$ cat src/rtl/mmio_button_port_pkg.sv
// mmio_button_port_pkg
// Shared constants for the MMIO button/output port: memory-mapped addresses
// and button bit indices. Used by the wrapper and the VGA controller.
package mmio_button_port_pkg;

    localparam int NUM_BTN = 5;

    // Button bit positions within btn_in / the status word.
    localparam int BTN_C = 0;
    localparam int BTN_L = 1;
    localparam int BTN_R = 2;
    localparam int BTN_U = 3;
    localparam int BTN_D = 4;

    localparam logic [31:0] ADDR_BTNC_DEF   = 32'd1000;
    localparam logic [31:0] ADDR_OUT_DEF    = 32'd2000;
    localparam logic [31:0] ADDR_BTNL_DEF   = 32'd3000;
    localparam logic [31:0] ADDR_BTNR_DEF   = 32'd4000;
    localparam logic [31:0] ADDR_BTNU_DEF   = 32'd5000;
    localparam logic [31:0] ADDR_BTND_DEF   = 32'd6000;
    localparam logic [31:0] ADDR_STATUS_DEF = 32'd7000;

endpackage

$ cat src/rtl/mmio_button_port_btn_edge_flag.sv
// btn_edge_flag
// One button: 2-flop synchronizer, previous-value flop, rising-edge detect
// and a sticky pending flag with a clear input.
// Ports:
//   clock     in   system clock
//   reset_n   in   async active-low reset
//   btn_i     in   debounced button, asynchronous to clock
//   clr_i     in   clear request (load from this button's address)
//   pending_o out  sticky press flag
module btn_edge_flag (
    input  logic clock,
    input  logic reset_n,
    input  logic btn_i,
    input  logic clr_i,
    output logic pending_o
);

    logic meta_q;
    logic sync_q;
    logic prev_q;
    logic pending_q;
    logic pending_d;
    logic rise;

    assign rise = sync_q & ~prev_q;

    // Set has priority: the load that clears returned the old value, so a
    // press landing on the same edge must survive.
    always_comb begin
        pending_d = pending_q;
        if (clr_i) begin
            pending_d = 1'b0;
        end
        if (rise) begin
            pending_d = 1'b1;
        end
    end

    always_ff @(posedge clock or negedge reset_n) begin
        if (!reset_n) begin
            meta_q    <= 1'b0;
            sync_q    <= 1'b0;
            prev_q    <= 1'b0;
            pending_q <= 1'b0;
        end else begin
            meta_q    <= btn_i;
            sync_q    <= meta_q;
            prev_q    <= sync_q;
            pending_q <= pending_d;
        end
    end

    assign pending_o = pending_q;

endmodule

$ cat src/rtl/mmio_button_port.sv
// mmio_button_port
// MMIO responder on the processor data-memory port. Loads from button
// addresses return clear-on-read press flags, the status address returns all
// flags without clearing, everything else passes through from data RAM.
// Stores to ADDR_OUT are captured with a one-cycle valid strobe and a count.
// Ports:
//   clock         in   system clock
//   reset_n       in   async active-low reset
//   btn_in[4:0]   in   debounced buttons {D,U,R,L,C}
//   address_dmem  in   processor data address
//   wren          in   processor store enable
//   data          in   processor store data
//   q_ram         in   data RAM read data
//   q_dmem        out  read data to processor
//   out_data      out  last word stored to ADDR_OUT
//   out_valid     out  one-cycle pulse after each store to ADDR_OUT
//   out_count     out  number of stores to ADDR_OUT (wraps)
module mmio_button_port
    import mmio_button_port_pkg::*;
#(
    parameter logic [31:0] ADDR_BTNC   = ADDR_BTNC_DEF,
    parameter logic [31:0] ADDR_OUT    = ADDR_OUT_DEF,
    parameter logic [31:0] ADDR_BTNL   = ADDR_BTNL_DEF,
    parameter logic [31:0] ADDR_BTNR   = ADDR_BTNR_DEF,
    parameter logic [31:0] ADDR_BTNU   = ADDR_BTNU_DEF,
    parameter logic [31:0] ADDR_BTND   = ADDR_BTND_DEF,
    parameter logic [31:0] ADDR_STATUS = ADDR_STATUS_DEF
) (
    input  logic               clock,
    input  logic               reset_n,
    input  logic [NUM_BTN-1:0] btn_in,
    input  logic [31:0]        address_dmem,
    input  logic               wren,
    input  logic [31:0]        data,
    input  logic [31:0]        q_ram,
    output logic [31:0]        q_dmem,
    output logic [31:0]        out_data,
    output logic               out_valid,
    output logic [15:0]        out_count
);

    logic [NUM_BTN-1:0] btn_hit;
    logic [NUM_BTN-1:0] btn_clr;
    logic [NUM_BTN-1:0] pending;
    logic               store_out;

    logic [31:0] out_data_q,  out_data_d;
    logic        out_valid_q, out_valid_d;
    logic [15:0] out_count_q, out_count_d;

    // Full 32-bit compare so nothing aliases on the low address bits.
    assign btn_hit[BTN_C] = (address_dmem == ADDR_BTNC);
    assign btn_hit[BTN_L] = (address_dmem == ADDR_BTNL);
    assign btn_hit[BTN_R] = (address_dmem == ADDR_BTNR);
    assign btn_hit[BTN_U] = (address_dmem == ADDR_BTNU);
    assign btn_hit[BTN_D] = (address_dmem == ADDR_BTND);

    // Only loads clear; stores to button addresses are ignored.
    assign btn_clr   = btn_hit & {NUM_BTN{~wren}};
    assign store_out = wren && (address_dmem == ADDR_OUT);

    for (genvar i = 0; i < NUM_BTN; i++) begin : g_btn
        btn_edge_flag u_flag (
            .clock     (clock),
            .reset_n   (reset_n),
            .btn_i     (btn_in[i]),
            .clr_i     (btn_clr[i]),
            .pending_o (pending[i])
        );
    end

    // btn_clr is at most one-hot, so OR-reducing the masked flags selects it.
    always_comb begin
        q_dmem = q_ram;
        if (|btn_clr) begin
            q_dmem = {31'b0, |(btn_clr & pending)};
        end else if (address_dmem == ADDR_STATUS) begin
            q_dmem = {{(32-NUM_BTN){1'b0}}, pending};
        end
    end

    always_comb begin
        out_data_d  = out_data_q;
        out_valid_d = 1'b0;
        out_count_d = out_count_q;
        if (store_out) begin
            out_data_d  = data;
            out_valid_d = 1'b1;
            out_count_d = out_count_q + 16'd1;
        end
    end

    always_ff @(posedge clock or negedge reset_n) begin
        if (!reset_n) begin
            out_data_q  <= '0;
            out_valid_q <= 1'b0;
            out_count_q <= '0;
        end else begin
            out_data_q  <= out_data_d;
            out_valid_q <= out_valid_d;
            out_count_q <= out_count_d;
        end
    end

    assign out_data  = out_data_q;
    assign out_valid = out_valid_q;
    assign out_count = out_count_q;

endmodule

$ cat config.mk
export PLATFORM = sky130hd
export DESIGN_NAME = mmio_button_port
export DESIGN_NICKNAME = d
export VERILOG_FILES = /design/src/rtl/mmio_button_port_pkg.sv /design/src/rtl/mmio_button_port_btn_edge_flag.sv /design/src/rtl/mmio_button_port.sv
export SDC_FILE = /design/constraint.sdc
export NUM_CORES = 1
export LEC_CHECK = 0
export ABC_AREA = 1
export CAP_MARGIN = 20
export CORE_MARGIN = 2
export CORE_UTILIZATION = 40
export DETAILED_ROUTE_END_ITERATION = 7
export DONT_BUFFER_PORTS = 1
export GPL_TIMING_DRIVEN = 0
export PLACE_DENSITY_LB_ADDON = 0.3
export SLEW_MARGIN = 15
export SYNTH_ARGS = -nofsm -noshare
export SYNTH_HDL_FRONTEND = slang
export SYNTH_SLANG_ARGS = --single-unit
export TNS_END_PERCENT = 20
$ cat constraint.sdc
create_clock -name clock -period 1.8 [get_ports clock]
set_input_delay 0.36 -clock clock [delete_from_list [all_inputs] [get_ports clock]]
set_output_delay 0.36 -clock clock [all_outputs]
set_load 0.01 [all_outputs]
==> metrics.yaml, run 1 <==
chipWidth_um: 98.8
core_area_um2: 8720
first_iter_violations: 140
rows: 34
drive_gt1_share_pct: 22.9
synth_top_family_by_area: "simple AND/OR/NAND/NOR gates"
cp_data_arrival_time_ns: 1.52
synthDistinctLibCells: 29
wirelength_um: 9160
final_common_cell: "nand2_1"
pre_cts_slack_ns: -0.364
initial_utilization_pct: 41.2
fin_crit_ns: 1.88
slowest_stage: "nor3_4"
violations: "negative hold slack, negative setup slack"
mostFrequentLayoutCells: "nand2_1, dfrtp_1, nor2_1"
htreeDepth: 3
internal_power_mw: 2.62
synthSimpleGateAreaFrac_pct: 40.6
clk_latency_ns: 0.34
grt_pass1_wl_um: 14600
synthAdderAreaFrac_pct: 0.348
syn2layout_area_growth_pct: 22.3
drt-wirelength-per-cell_um: 14.6
timing.fmax_mhz: 531
place_congestion: 0.892
worstMarginPinSlew_ns: 0.552
ctsRootBufferMaster: "clkbuf_8"
holdWs_ns: -0.289
synth-seq-cells: 69
switchingPower_mw: 0.676
power_frac_clock_pct: 47.6
seqPwrFrac_pct: 47.7
die_y_um: 98.8
fin_area_um2: 4390
critPathKind: "in -> out"
ioPinCount: 185
clkSinkCount: 69
status: "finished with violations"
fillers: 836
grt_antenna_before_repair: 0
clkSlewWorstSetupHoldPaths_ns: 0.07
grt_max_degree: 70
dp_hpwl_um: 6540
fin_skew_ns: 0.00716
cpPeakStageDelay_ns: 0.24
cp_common_cell: "nor2_4"
clk_path_buf_depth: 2
pwr-share-comb_pct: 4.6
synth_xor_area_share_pct: 3.17
synth_fp_nets: 591
first_pass_iters: 4
antenna_left: 0
num_antenna_cells: 0
synth_mux_area_share_pct: 0
path_delay_family: "simple AND/OR/NAND/NOR gates"
powerDensity_nw_per_um2: 749
fin_crit_sh_pct: 105
dieArea_um2: 9750
grt_pass1_vias: 3125
p_leak_nw: 2.28
ir_drop_uv: 424
finalSetupViolCount: 32
critPathCaptureType: "output pin"
setup_slack_ns: -0.0815
slew_violations: 0
placed_area_um2: 3730
drc: 0
ys_seq_area_share_pct: 48.1
max_cap_viol_count: 0
crit_chain: "inv_1 -> nor3_4 -> nand2_1 -> nor2_4 -> nand3_2 -> nand2_2 -> nor2_4 -> nand2_4 -> clkbuf_16 -> nor2_2"
cts_buffers: 9
vias: 3202
finalHoldViolations: 69
gr-total-overflow: 0
synth-warning-count: 0
cts_tree: "built"
timing.critical_path.buf_inv: 2
crit_required_ns: 1.44
synth_compound_area_share_pct: 1.71
rsz0062_at_grt: "yes"
power.total_mw: 3.29
grt_util_all_layers_pct: 18.7
synthesis.area_um2: 3590
hp-class: "in -> async"
critPathMaxFanout: 6
slew_headroom_pct: 62.9
switching_share_pct: 20.5
utilization_pct: 50.4
crit_path_start_kind: "primary input"
portBuffers: 0
fin_nets: 619
vias_per_cell: 5.11
netlist_instances: 486
synth.avg_cell_area_um2: 7.39
## Yosys cell counts (all sizes together)
cell | number | area [um2]
xnor2 | 5 | 43.8
a21oi | 3 | 15.0
nor2 | 80 | 313
dfrtp | 69 | 1730
nand3 | 29 | 145
nor3 | 18 | 111
ha | 1 | 12.5
buf | 10 | 66.3
nand2 | 204 | 798
clkbuf | 4 | 15.0
o21ai | 5 | 28.8
o2bb2ai | 2 | 17.5
nand4 | 9 | 56.3
nor4 | 2 | 27.5
inv | 36 | 138
xor2 | 8 | 70.1
nor3b | 1 | 7.51
## through the flow
step | TNS (ns) | std cells | hold slack, ns
2_1_floorplan | -0.186 | 486 | 0.0644
3_3_place_gp | -5.84 | 594 | 0.0656
3_5_place_dp | -6.70 | 594 | 0.0659
4_1_cts | -0.657 | 625 | -0.315
5_1_grt | -5.07 | 627 | -0.321
6_report | -1.42 | 627 | -0.289
## power groups by stage
stage	logic [mW]	registers (mW)	clock network [mW]
floorplan	0.105	1.60	0
global placement	0.121	1.60	0
detailed placement	0.122	1.60	0
CTS	0.144	1.57	1.61
global route	0.169	1.57	1.68
finish	0.153	1.57	1.57
## what timing repair did
action | 4_1_cts | 5_1_grt
pin swaps | 13 | 12
endpoints found under the hold margin | 69 | 69
setup endpoints to repair | 32 | 34
resized for setup | 67 | 16
gates cloned | 4 | 1
setup buffers | 11 | 1
## kinds of logic after synthesis
| group | Yosys count |
|---|---|
| fa+ha+maj | 1 |
| xor+xnor | 13 |
| buf+inv | 50 |
| compound gates | 10 |
| simple gates | 343 |
| flops | 69 |
## layer usage
layer | GRT usage [%] | up-vias | share of wire (%)
li1 | - | 1571 | -
met1 | 20.5 | 1444 | 38
met2 | 31.5 | 168 | 49
met3 | 7.02 | 19 | 9.6
met4 | 9.69 | 0 | 3.1
met5 | 0 | - | 0
## registers in the layout, indices dropped and copies added, names as in the netlist
signal / flops
out_count: 16
out_valid: 1
g_btn.u_flag.sync_q: 5
g_btn.u_flag.pending_o: 5
g_btn.u_flag.meta_q: 5
g_btn.u_flag.prev_q: 5
out_data: 32
## path summary, 6_finish.rpt
check	start	end	slack, ns	cells after the start
setup / recovery	address_dmem[11]	q_dmem[15]	-0.08	10
hold / removal	reset_n	out_data[27]	-0.29	0
setup reg to reg	out_count[3]	out_count[15]	0.19	7
hold reg to reg	g_btn[2].u_flag.meta_q	g_btn[2].u_flag.sync_q	0.35	0
max in group asynchronous	reset_n	g_btn[4].u_flag.pending_o	1.96	0
min in group clock	btn_in[2]	g_btn[2].u_flag.meta_q	0.05	0
## worst reg2reg max path, stage by stage (launching register included)
cell	delay [ns]
dfrtp_1	0.53
nand2_1	0.12
nor2_1	0.19
nand2_1	0.11
nor3b_1	0.25
xor2_1	0.17
nand3_1	0.09
nand2_1	0.10
## area by class of cell
cell class                 count  area [um2]  area share [%]
multi-input combinational    368        1860            42.4
sequential                    69        1730            39.3
timing repair buffer          16         153            3.47
clock buffer                  11         151            3.45
inverter                      36         140            3.19
tap                          108         135            3.08
buffer                        14         119            2.71
clock inverter                 5         106            2.42
(Power assumes the default switching activity.)
==> inputs of run 2 (changes only) <==
ABC_AREA = not set   (was 1)
==> metrics.yaml, run 2 <==
status: "finished with violations"
violations: "negative hold slack, negative setup slack"
internal_power_mw: 2.17  # -17%
synth.area.top_cells: "dfrtp_1, mux2_2, and2_1, xnor2_1, mux2i_1"
grt_util_all_layers_pct: 16.0  # -2.7 points
rsz0062_at_grt: "yes"
cts_tree: "built"
worstMarginPinSlew_ns: 0.561  # +0.00824 ns
first_pass_iters: 4  # unchanged
grt_pass1_vias: 2138  # -32%
syn2layout_area_growth_pct: 23.3
utilization_pct: 50.2  # -0.21 points
fillers: 673  # -19%
slew_violations: 0  # unchanged
synth.avg_cell_area_um2: 12.0  # +63%
portBuffers: 0  # unchanged
synthDistinctLibCells: 40  # +38%
cp_common_cell: "nor2_4"
placed_area_um2: 3230  # -13%
clkSlewWorstSetupHoldPaths_ns: 0.08  # about the same
power_frac_clock_pct: 40.1  # -7.5 points
clk_latency_ns: 0.34  # about the same
vias: 2038  # -36%
power.total_mw: 2.83  # -14%
synth-seq-cells: 69  # unchanged
hp-class: "in -> async"
cp_data_arrival_time_ns: 1.87  # +0.35 ns
fin_area_um2: 3820  # -13%
rows: 32  # -5.9%
yosysMostFrequentCell: "dfrtp_1"
slew_headroom_pct: 62.3  # -0.62 points
drc: 0  # unchanged
largest_reg_flops: 32  # unchanged
fin_nets: 380  # -39%
timing.critical_path.buf_inv: 1  # -1
grt_antenna_before_repair: 1  # +1
chipWidth_um: 92.0  # -6.9%
cts_buffers: 9  # unchanged
finalSetupViolCount: 80  # +150%
switching_share_pct: 23.1  # +2.6 points
use_met3_pct: 6.98  # -0.037 points
critPathKind: "in -> out"
netlist_instances: 257  # -47%
vias_per_cell: 5.32  # +4.2%
ff_latch_area_um2: 1730  # unchanged
synth.top_cell.area_share_pct: 55.8  # +7.7 points
cpPeakStageDelay_ns: 0.54  # +0.30 ns
dieArea_um2: 8460  # -13%
crit_path_start_kind: "primary input"
finalHoldViolations: 69  # unchanged
placed_cells: 359  # -40%
async_flop_share_pct: 100  # unchanged
grt-busiest-layer: "met2"
die_y_um: 92.0  # -6.9%
holdWs_ns: -0.291  # -0.00170 ns
timing.fmax_mhz: 448  # -16%
max_cap_viol_count: 0  # unchanged
pre_cts_slack_ns: -0.766  # -0.402 ns
multi_input_area_um2: 1550  # -17%
wirelength_um: 7100  # -23%
slowest_stage: "or4_4"
synth_edf_count: 0  # unchanged
p_leak_nw: 1.73  # -24%
critPathMaxFanout: 4  # -2
synth-warning-count: 0  # unchanged
drt-wirelength-per-cell_um: 18.5  # +27%
synth_fp_nets: 362  # -39%
place_congestion: 0.843  # -5.5%
startpoint: "address_dmem[30]"
synth_area_leader_cell: "dfrtp_1"
grt_max_degree: 70  # unchanged
mostFrequentLayoutCells: "dfrtp_1, and2_4, mux2_2"
crit_chain: "or4_4 -> nor2_4 -> nand4_1 -> nor2_4 -> buf_4 -> mux2i_1 -> nor2_1"
final_common_cell: "dfrtp_1"
core_area_um2: 7610  # -13%
ioPinCount: 185  # unchanged
htreeDepth: 3  # unchanged
antenna_left: 0  # unchanged
critPathCaptureType: "output pin"
use_met1_pct: 18.5  # -1.9 points
r2r-start: "out_count[6]"
fin_crit_sh_pct: 124  # +19 points
switchingPower_mw: 0.653  # -3.4%
ir_drop_uv: 484  # +14%
fin_crit_ns: 2.23  # +0.349 ns
setup_slack_ns: -0.430  # -0.349 ns
first_iter_violations: 89  # -36%
setup_tns_ns: -20.49  # -19.07 ns
dp_hpwl_um: 5070  # -22%
crit_required_ns: 1.44  # about the same
pwr-share-comb_pct: 4.3  # -0.3 points
drive_gt1_share_pct: 41.4  # +18 points
ctsRootBufferMaster: "clkbuf_8"
grt_pass1_wl_um: 10400  # -29%
ys_seq_area_share_pct: 55.8  # +7.7 points
clkSinkCount: 69  # unchanged
clk_path_buf_depth: 2  # unchanged
fin_skew_ns: 0.00884  # +0.00168 ns
powerDensity_nw_per_um2: 741  # -1.2%
synthesis.area_um2: 3100  # -14%
gr-total-overflow: 0  # unchanged
met2_usage_pct: 24.1  # -7.4 points
synthFlopType: "dfrtp_1"
yosys-top-cells-count: "dfrtp_1, mux2_2, and2_1"
final_cells: 383  # -39%
path_delay_family: "simple AND/OR/NAND/NOR gates"
initial_utilization_pct: 40.7  # -0.48 points
seqPwrFrac_pct: 55.6  # +7.9 points
-- run 2: cell count changes in the layout (fill, tap and decap cells not counted), sizes merged, moves of 7 or more --
cell | previous run | this run
nand3 | 29 | 9
inv | 36 | 10
mux2 | 0 | 33
nor2 | 80 | 11
nand2 | 205 | 10
and3 | 0 | 7
nor3 | 18 | 4
buf | 24 | 13
and2 | 0 | 29
-- run 2: what timing repair did --
item / 4_1_cts / 5_1_grt
hold endpoints to repair: 69 / 69
resized for setup: 66 / 28
pin swaps: 30 / 10
buffers inserted: 4 / 1
setup endpoints to repair: 80 / 80
cloned: 2 / 0
-- run 2: final cells by class --
cell class                      count  area share [%]
Tap cell                          102            3.34
Buffer                              8            3.05
Clock inverter                      6            1.21
Inverter                            9           0.885
Clock buffer                       10            3.61
Antenna cell                        1          0.0656
Multi-Input combinational cell    171            40.5
Sequential cell                    69            45.2
Timing Repair Buffer                7            2.06
-- run 2: logic make-up (layout without fill, tap and decap cells) --
group | Yosys count | count (layout) | share of synthesized area [%]
buffers and inverters | 17 | 40 | 2.95
muxes | 39 | 39 | 13.9
DFF | 69 | 69 | 55.8
adders and majority gates | 1 | 1 | 0.404
AOI/OAI and AO/OA | 18 | 18 | 3.39
other | 0 | 1 | 0
and+or+nand+nor | 98 | 98 | 19.3
xor gates and xnor gates | 15 | 15 | 4.24
-- run 2: metal layers --
metal	wire length (um)	share of wire, %
met1	2660	37
met5	0	0
met2	3360	47
met3	845	12
met4	232	3.3
-- run 2: path summary, 6_finish.rpt --
path                                                to  slack [ns]  depth (start not counted)
min in group clock              g_btn[3].u_flag.meta_q        0.04                          0
worst min register to register  g_btn[1].u_flag.sync_q        0.35                          0
worst max register to register           out_count[15]        0.23                          5
max in group asynchronous                out_count[13]        1.99                          0
worst min-delay path            g_btn[2].u_flag.meta_q       -0.29                          0
worst max-delay path                         q_dmem[1]       -0.43                          7
-- run 2: power by group through the flow --
| stage | combinational (mW) | sequential [mW] | clock (mW) |
|---|---|---|---|
| finish | 0.122 | 1.57 | 1.13 |
| global route | 0.130 | 1.57 | 1.25 |
| CTS | 0.118 | 1.57 | 1.18 |
| detailed placement | 0.0881 | 1.60 | 0 |
| global placement | 0.0875 | 1.60 | 0 |
| floorplan | 0.0758 | 1.60 | 0 |
==> inputs of run 3 (changes only) <==
RECOVER_POWER = 100   (was not set)
SETUP_SLACK_MARGIN = 0.05   (was not set)
==> metrics.yaml, run 3 (synthesis gave the netlist of run 2 again) <==
grt_util_all_layers_pct: 16.0  # unchanged
drive_gt1_share_pct: 41.1  # -0.36 points
fin_crit_ns: 2.22  # -0.00531 ns
antenna_left: 0  # unchanged
finalHoldViolations: 69  # unchanged
grt_pass1_wl_um: 10400  # unchanged
seqPwrFrac_pct: 55.6  # about the same
setup_tns_ns: -20.45  # +0.0378 ns
grt_max_degree: 70  # unchanged
dp_hpwl_um: 5070  # unchanged
finalSetupViolCount: 80  # unchanged
critPathMaxFanout: 4  # unchanged
switching_share_pct: 23.1  # about the same
holdWs_ns: -0.291  # +0.00000600 ns
cp_common_cell: "nor2_4"
timing.fmax_mhz: 449  # +0.24%
status: "finished with violations"
first_iter_violations: 89  # unchanged
startpoint: "address_dmem[30]"
clkSinkCount: 69  # unchanged
ff2ff_setup_slack_ns: 0.23  # about the same
slew_headroom_pct: 61.7  # -0.54 points
fillers: 673  # unchanged
fin_crit_sh_pct: 124  # -0.30 points
timing.critical_path.buf_inv: 1  # unchanged
slew_violations: 0  # unchanged
crit_path_start_kind: "primary input"
crit_chain: "or4_4 -> nor2_4 -> nand4_1 -> nor2_4 -> buf_4 -> mux2i_1 -> nor2_1"
crit_required_ns: 1.44  # about the same
drc: 0  # unchanged
r2r-end: "out_count[15]"
hp-class: "in -> async"
p_leak_nw: 1.73  # -0.17%
clk_path_buf_depth: 2  # unchanged
cp_data_arrival_time_ns: 1.86  # about the same
critPathKind: "in -> out"
power_frac_clock_pct: 40.1  # about the same
r2r-start: "out_count[6]"
die_y_um: 92.0  # unchanged
slowest_stage: "or4_4"
core_area_um2: 7610  # unchanged
ioPinCount: 185  # unchanged
place_congestion: 0.843  # unchanged
rows: 32  # unchanged
pwr-share-comb_pct: 4.3  # about the same
first_pass_iters: 4  # unchanged
portBuffers: 0  # unchanged
switchingPower_mw: 0.653  # about the same
fin_skew_ns: 0.00884  # unchanged
path_delay_family: "simple AND/OR/NAND/NOR gates"
clk_latency_ns: 0.34  # about the same
initial_utilization_pct: 40.7  # unchanged
max_cap_viol_count: 0  # unchanged
fin_nets: 380  # unchanged
ctsRootBufferMaster: "clkbuf_8"
worstMarginPinSlew_ns: 0.569  # +0.00799 ns
cpPeakStageDelay_ns: 0.54  # about the same
gr-total-overflow: 0  # unchanged
cts_buffers: 9  # unchanged
dieArea_um2: 8460  # unchanged
ir_drop_uv: 484  # about the same
largest_reg_flops: 32  # unchanged
drt-wirelength-per-cell_um: 18.5  # -0.20%
grt_antenna_before_repair: 1  # unchanged
vias: 2036  # -0.098%
syn2layout_area_growth_pct: 23.2  # about the same
setup_slack_ns: -0.425  # +0.00531 ns
final_common_cell: "dfrtp_1"
violations: "negative hold slack, negative setup slack"
utilization_pct: 50.1  # about the same
clkSlewWorstSetupHoldPaths_ns: 0.08  # about the same
crit_path_end: "q_dmem[1]"
chipWidth_um: 92.0  # unchanged
cts_tree: "built"
mostFrequentLayoutCells: "dfrtp_1, and2_4, mux2_2"
rsz0062_at_grt: "yes"
powerDensity_nw_per_um2: 741  # about the same
rr_worst_depth: 5  # unchanged
internal_power_mw: 2.17  # unchanged
htreeDepth: 3  # unchanged
cp.depth: 7  # unchanged
grt_pass1_vias: 2138  # unchanged
vias_per_cell: 5.32  # about the same
wirelength_um: 7080  # -0.20%
critPathCaptureType: "output pin"
run 3: power by group through the flow:
stage	registers (mW)	logic, mW	clock network (mW)
floorplan	1.60	0.0758	0
detailed placement	1.60	0.0881	0
finish	1.57	0.121	1.13
CTS	1.57	0.118	1.18
global placement	1.60	0.0875	0
global route	1.57	0.130	1.25
run 3: cell type report:
type	instances	area, um2	area share [%]
Timing Repair Buffer	7	75.1	1.97
Sequential cell	69	1730	45.3
Tap cell	102	128	3.35
Buffer	8	116	3.05
Antenna cell	1	2.50	0.0656
Clock inverter	6	46.3	1.21
Inverter	9	33.8	0.886
Clock buffer	10	138	3.61
Multi-Input combinational cell	171	1550	40.6
run 3: metal layers:
layer	GRT usage, %	vias up	wire (um)
met1	18.5	965	2660
met4	10.1	0	232
met5	0	-	0
li1	-	930	-
met2	24.1	127	3360
met3	6.98	14	834
run 3: stage by stage:
stage          cells  hold slack, ns  worst slack (ns)  area (um2)  total power, mW
2_1_floorplan    257          0.0644            -0.524        3110             1.68
3_3_place_gp     359          0.0660            -0.771        3230             1.69
3_5_place_dp     359          0.0658            -0.766        3230             1.69
4_1_cts          381          -0.316            -0.423        3700             2.87
5_1_grt          383          -0.328            -0.487        3810             2.95
6_report         383          -0.291            -0.425        3810             2.83
run 3: what timing repair did:
action | CTS | global route
pin swaps | 30 | 10
cloned | 2 | 0
gates resized for setup | 66 | 28
setup endpoints to repair | 80 | 80
buffers inserted | 4 | 1
hold endpoints to repair | 69 | 69
run 3: how the worst min path moves through the flow:
stage | from | depth (start not counted) | endpoint
after floorplan | reset_n | 0 | g_btn[0].u_flag.meta_q
after global placement | reset_n | 0 | out_data[21]
after detailed placement | reset_n | 0 | out_data[26]
after CTS | reset_n | 0 | out_data[8]
after global routing | reset_n | 0 | g_btn[1].u_flag.meta_q
final | reset_n | 0 | g_btn[2].u_flag.meta_q
